## config.mk

```make
export PLATFORM = sky130hd
export DESIGN_NAME = fifo_param
export DESIGN_NICKNAME = d
export VERILOG_FILES = /design/src/rtl/fifo_param.sv
export SDC_FILE = /design/constraint.sdc
export NUM_CORES = 1
export LEC_CHECK = 0
export CORE_MARGIN = 1
export CORE_UTILIZATION = 63
export CTS_BUF_LIST = sky130_fd_sc_hd__clkbuf_4
export DETAILED_ROUTE_END_ITERATION = 12
export PLACE_DENSITY = 0.95
export REMOVE_ABC_BUFFERS = 1
export SLEW_MARGIN = 20
export SYNTH_ARGS = -nofsm -noshare
export SYNTH_HDL_FRONTEND = slang
export SYNTH_SLANG_ARGS = --single-unit
```

## constraint.sdc

```tcl
create_clock -name clk -period 4.2 [get_ports clk]
set_input_delay 0.84 -clock clk [delete_from_list [all_inputs] [get_ports clk]]
set_output_delay 0.84 -clock clk [all_outputs]
set_load 0.01 [all_outputs]
```

## src/rtl/fifo_param.sv

```systemverilog
// Single-clock synchronous FIFO with registered read data, occupancy count,
// threshold-based almost-full/almost-empty flags and a sticky error flag.
module fifo_param #(
  parameter int DATA_BITS = 10,
  parameter int ADDR_BITS = 3
) (
  input  logic                 clk,
  input  logic                 reset_L,
  input  logic [DATA_BITS-1:0] data_in,
  input  logic                 push,
  input  logic                 pop,
  input  logic [ADDR_BITS:0]   thr_high,
  input  logic [ADDR_BITS:0]   thr_low,
  output logic [DATA_BITS-1:0] data_out,
  output logic                 valid_out,
  output logic [ADDR_BITS:0]   count,
  output logic                 full,
  output logic                 empty,
  output logic                 almost_full,
  output logic                 almost_empty,
  output logic                 fifo_error
);

  localparam int DEPTH = 2 ** ADDR_BITS;
  localparam logic [ADDR_BITS:0] DEPTH_C = (ADDR_BITS + 1)'(DEPTH);

  logic [DATA_BITS-1:0] mem [DEPTH];
  logic [ADDR_BITS-1:0] wr_ptr;
  logic [ADDR_BITS-1:0] rd_ptr;
  logic                 wr_ok;
  logic                 rd_ok;
  logic                 reject;

  assign full         = (count == DEPTH_C);
  assign empty        = (count == '0);
  assign almost_full  = (count >= thr_high);
  assign almost_empty = (count <= thr_low);

  // Acceptance is judged on the count at the start of the cycle, so a pop
  // on a full FIFO never frees room for a same-cycle push (and vice versa).
  assign wr_ok  = push & ~full;
  assign rd_ok  = pop & ~empty;
  assign reject = (push & full) | (pop & empty);

  // Storage is deliberately left unreset; writes are blocked during reset.
  always_ff @(posedge clk) begin
    if (reset_L && wr_ok) begin
      mem[wr_ptr] <= data_in;
    end
  end

  always_ff @(posedge clk) begin
    if (!reset_L) begin
      wr_ptr     <= '0;
      rd_ptr     <= '0;
      count      <= '0;
      data_out   <= '0;
      valid_out  <= 1'b0;
      fifo_error <= 1'b0;
    end else begin
      valid_out <= rd_ok;
      if (wr_ok) begin
        wr_ptr <= wr_ptr + 1'b1;
      end
      if (rd_ok) begin
        data_out <= mem[rd_ptr];
        rd_ptr   <= rd_ptr + 1'b1;
      end
      if (wr_ok && !rd_ok) begin
        count <= count + 1'b1;
      end else if (rd_ok && !wr_ok) begin
        count <= count - 1'b1;
      end
      if (reject) begin
        fifo_error <= 1'b1;
      end
    end
  end

endmodule

```

==> impl_metrics.tcl, run 1 <==
set metrics [dict create \
    status "finished, final reports clean" \
    layout.cells.non_filler 385 \
    path_cells "clkdlybuf4s50_1, inv_1, ha_1, nor2b_1, o21a_1, o21a_1, o21ai_0, clkdlybuf4s50_1" \
    antenna_found_initial 0 \
    fillers 350 \
    maxSlewViolCount 0 \
    synth_top_flop_cell "edfxtp_1" \
    drt-total-wl_um 7570 \
    power_density_mw_per_mm2 555 \
    grtUsageMet2 0.382 \
    met3_usage 0.0577 \
    worst-path-max-fanout 2 \
    grt_max_degree 28 \
    synth_top_area_share 0.579 \
    numCtsBuffers 9 \
    grt_setup_unrepaired "false" \
    max_stage_delay_ns 0.55 \
    drive_gt1_frac 0.169 \
    power_frac_seq 0.484 \
    h-tree-depth 3 \
    post_cts_buffers 0 \
    ys_top_cells_by_count "80 x edfxtp_1, 22 x dfxtp_1, 20 x mux4_2" \
    busiest_layer "met2" \
    grt_pass1_wl_um 12100 \
    p_int_mw 1.86 \
    viasPerCell 6.16 \
    cts.repair.resized 0 \
    clkPwrFrac 0.178 \
    synth_largest_area_cell "edfxtp_1" \
    antenna_left 0 \
    rr_endpoint "count[3]" \
    layout_min_cycle_time_ns 3.61 \
    yosysSeqAreaShare 0.686 \
    cts_tree "yes" \
    grtUsageTotal 0.238 \
    ys_ff_latch 102 \
    end_kind "output pin" \
    placed_cell_area_sq_mm 0.00468 \
    clock_path_buffers 2 \
    crit_family "buffers and inverters" \
    cp_num_buf_inv 3 \
    hp-class "flip-flop to flip-flop" \
    p_sw_mw 0.814 \
    hold_viol 0 \
    ir_worst_vdd_v 0.000340 \
    seqCellArea_sq_mm 0.00284 \
    hold_buffers 0 \
    cp-startpoint "thr_low[1]" \
    reg2reg_slack_ns 1.50 \
    die_area_sq_mm 0.00691 \
    die_h_um 83.1 \
    crit_slowest_cell "clkdlybuf4s50_1" \
    synth_edf_count 80 \
    worst_pin_slew_ns 1.03 \
    multiInputGateArea_sq_mm 0.00121 \
    postSynthAreaPerCell_sq_um 16.4 \
    skew_ns 0.00699 \
    insertion_delay_ns 0.43 \
    post-synth-top-count-cell "edfxtp_1" \
    power_mw 2.67 \
    clock_sinks 102 \
    boundaryPins 42 \
    first_pass_iters 4 \
    core_sq_mm 0.00635 \
    drc 0 \
    die_width_um 83.1 \
    clkTransAtPathRegs_ns 0.13 \
    slew_headroom 0.311 \
    drt_iter0_drc 185 \
    p_sw_frac 0.305 \
    maxCapViolCount 0 \
    reg2reg_from "count[0]" \
    arrival_ns 2.77 \
    io_buffers 41 \
    r2r_cells 10 \
    yosysWarningCount 0 \
    fin_tns_setup_ns 0 \
    syn_inst 253 \
    worstSetupPathType "input pin to output pin" \
    ys_types 35 \
    num_vias 2373 \
    synthTopCellsByArea "edfxtp_1 58%, mux4_2 11%, dfxtp_1 11%, ha_1 3.9%, o22ai_1 1.5%" \
    grt_pass1_vias 2385 \
    p_leak_nw 1.67 \
    crit_end "almost_empty" \
    dpl.hpwl_um 4800 \
    area_delta_synth_final_pct 16.1 \
    met1_usage 0.307 \
    async_flop_share 0 \
    final_nets 340 \
    grt_overflow 0 \
    syn-cell-area_sq_mm 0.00415 \
    num_antenna_cells 0 \
    place_inst 370 \
    gp_congestion 0.820 \
    cp_data_required_time_ns 3.36 \
    worstSetupPathDepth 8 \
    routedWlPerCell_um 19.7 \
    pwr-share-comb 0.338 \
    design_area_sq_mm 0.00481 \
    num_rows 29 \
    start_util 0.653 \
    period_share 0.860 \
    cp-start-kind "input pin" \
    setup-violations-final 0 \
    fmax_mhz 277 \
    root_buffer "clkbuf_4" \
]
-- metrics by stage --
step,hold WS [ns],utilization,worst slack (ns)
floorplan,0.505,-,1.51
global placement,0.448,0.738,0.630
detailed placement,0.457,0.738,0.560
CTS,0.488,0.758,0.564
global route,0.497,0.758,0.503
finish,0.491,0.758,0.589
-- worst min-delay path by stage --
stage	from	end	slack (ns)	cells after the start
after floorplan	wr_ptr[1]	wr_ptr[1]	0.51	2
after global placement	fifo_error	fifo_error	0.45	1
after detailed placement	fifo_error	fifo_error	0.46	1
after CTS	fifo_error	fifo_error	0.49	1
after global routing	fifo_error	fifo_error	0.50	1
final	fifo_error	fifo_error	0.49	1
-- power groups by stage --
stage | logic, mW | registers [mW] | clock network [mW]
floorplan | 0.507 | 1.35 | 0
global placement | 0.872 | 1.31 | 0
detailed placement | 0.913 | 1.31 | 0
CTS | 0.915 | 1.29 | 0.482
global route | 0.989 | 1.31 | 0.525
finish | 0.903 | 1.29 | 0.475
-- cell usage in the layout (no fill, tap or decap), types with 3 or more instances in the layout --
| cell type | count |
|---|---|
| xnor2_1 | 5 |
| a21o_1 | 3 |
| and2_1 | 7 |
| nand3_1 | 3 |
| mux4_2 | 20 |
| mux2i_1 | 3 |
| edfxtp_1 | 80 |
| nor3_1 | 4 |
| o21ai_0 | 12 |
| inv_1 | 11 |
| nor2_1 | 13 |
| buf_4 | 11 |
| nand2_1 | 10 |
| clkbuf_4 | 9 |
| dfxtp_1 | 22 |
| o21a_1 | 3 |
| o22ai_1 | 10 |
| clkdlybuf4s50_1 | 41 |
| ha_1 | 13 |
-- logic make-up (layout without fill, tap and decap cells) --
kind of cell | after synthesis | after routing | share of synthesized area
compound gates | 34 | 34 | 0.0513
mux | 23 | 23 | 0.116
simple gates | 51 | 51 | 0.0652
xor+xnor | 6 | 6 | 0.0127
fa+ha+maj | 14 | 14 | 0.0441
flops | 102 | 102 | 0.686
buf+inv | 23 | 78 | 0.0253
-- worst register-to-register path, cell delays in order (launching register included) --
cell      delay (ns)
dfxtp_1         0.45
or4b_4          0.62
nand2_4         0.14
inv_1           0.09
ha_1            0.22
inv_1           0.13
ha_1            0.29
a21oi_1         0.22
a211oi_1        0.10
a31oi_1         0.19
mux2i_1         0.20
-- state kept, by name (all words and copies together) (netlist names) --
name / count
mem: 80
data_out: 10
count: 4
rd_ptr: 3
wr_ptr: 3
fifo_error: 1
valid_out: 1
-- metal layers --
metal	part of all wire	up-vias	wire length, um
met2	0.51	105	3860
met3	0.077	15	584
li1	-	1077	-
met5	0	-	0
met4	0.023	0	171
met1	0.39	1176	2960
-- final cells by class --
type,instances,share of cell area
Tap cell,77,0.0200
Clock buffer,9,0.0140
Timing Repair Buffer,52,0.102
Multi-Input combinational cell,128,0.252
Sequential cell,102,0.591
Inverter,11,0.00858
Clock inverter,6,0.0127
Power figures use the tool's default switching activity.
==> run 2: changes to the inputs <==
--- a/config.mk
+++ b/config.mk
@@ -5,6 +5,7 @@
 export SDC_FILE = /design/constraint.sdc
 export NUM_CORES = 1
 export LEC_CHECK = 0
+export CAP_MARGIN = 25
 export CORE_MARGIN = 1
 export CORE_UTILIZATION = 63
 export CTS_BUF_LIST = sky130_fd_sc_hd__clkbuf_4
==> results of run 2 <==
Final layout, timing and power as in run 1 (identical DEF).
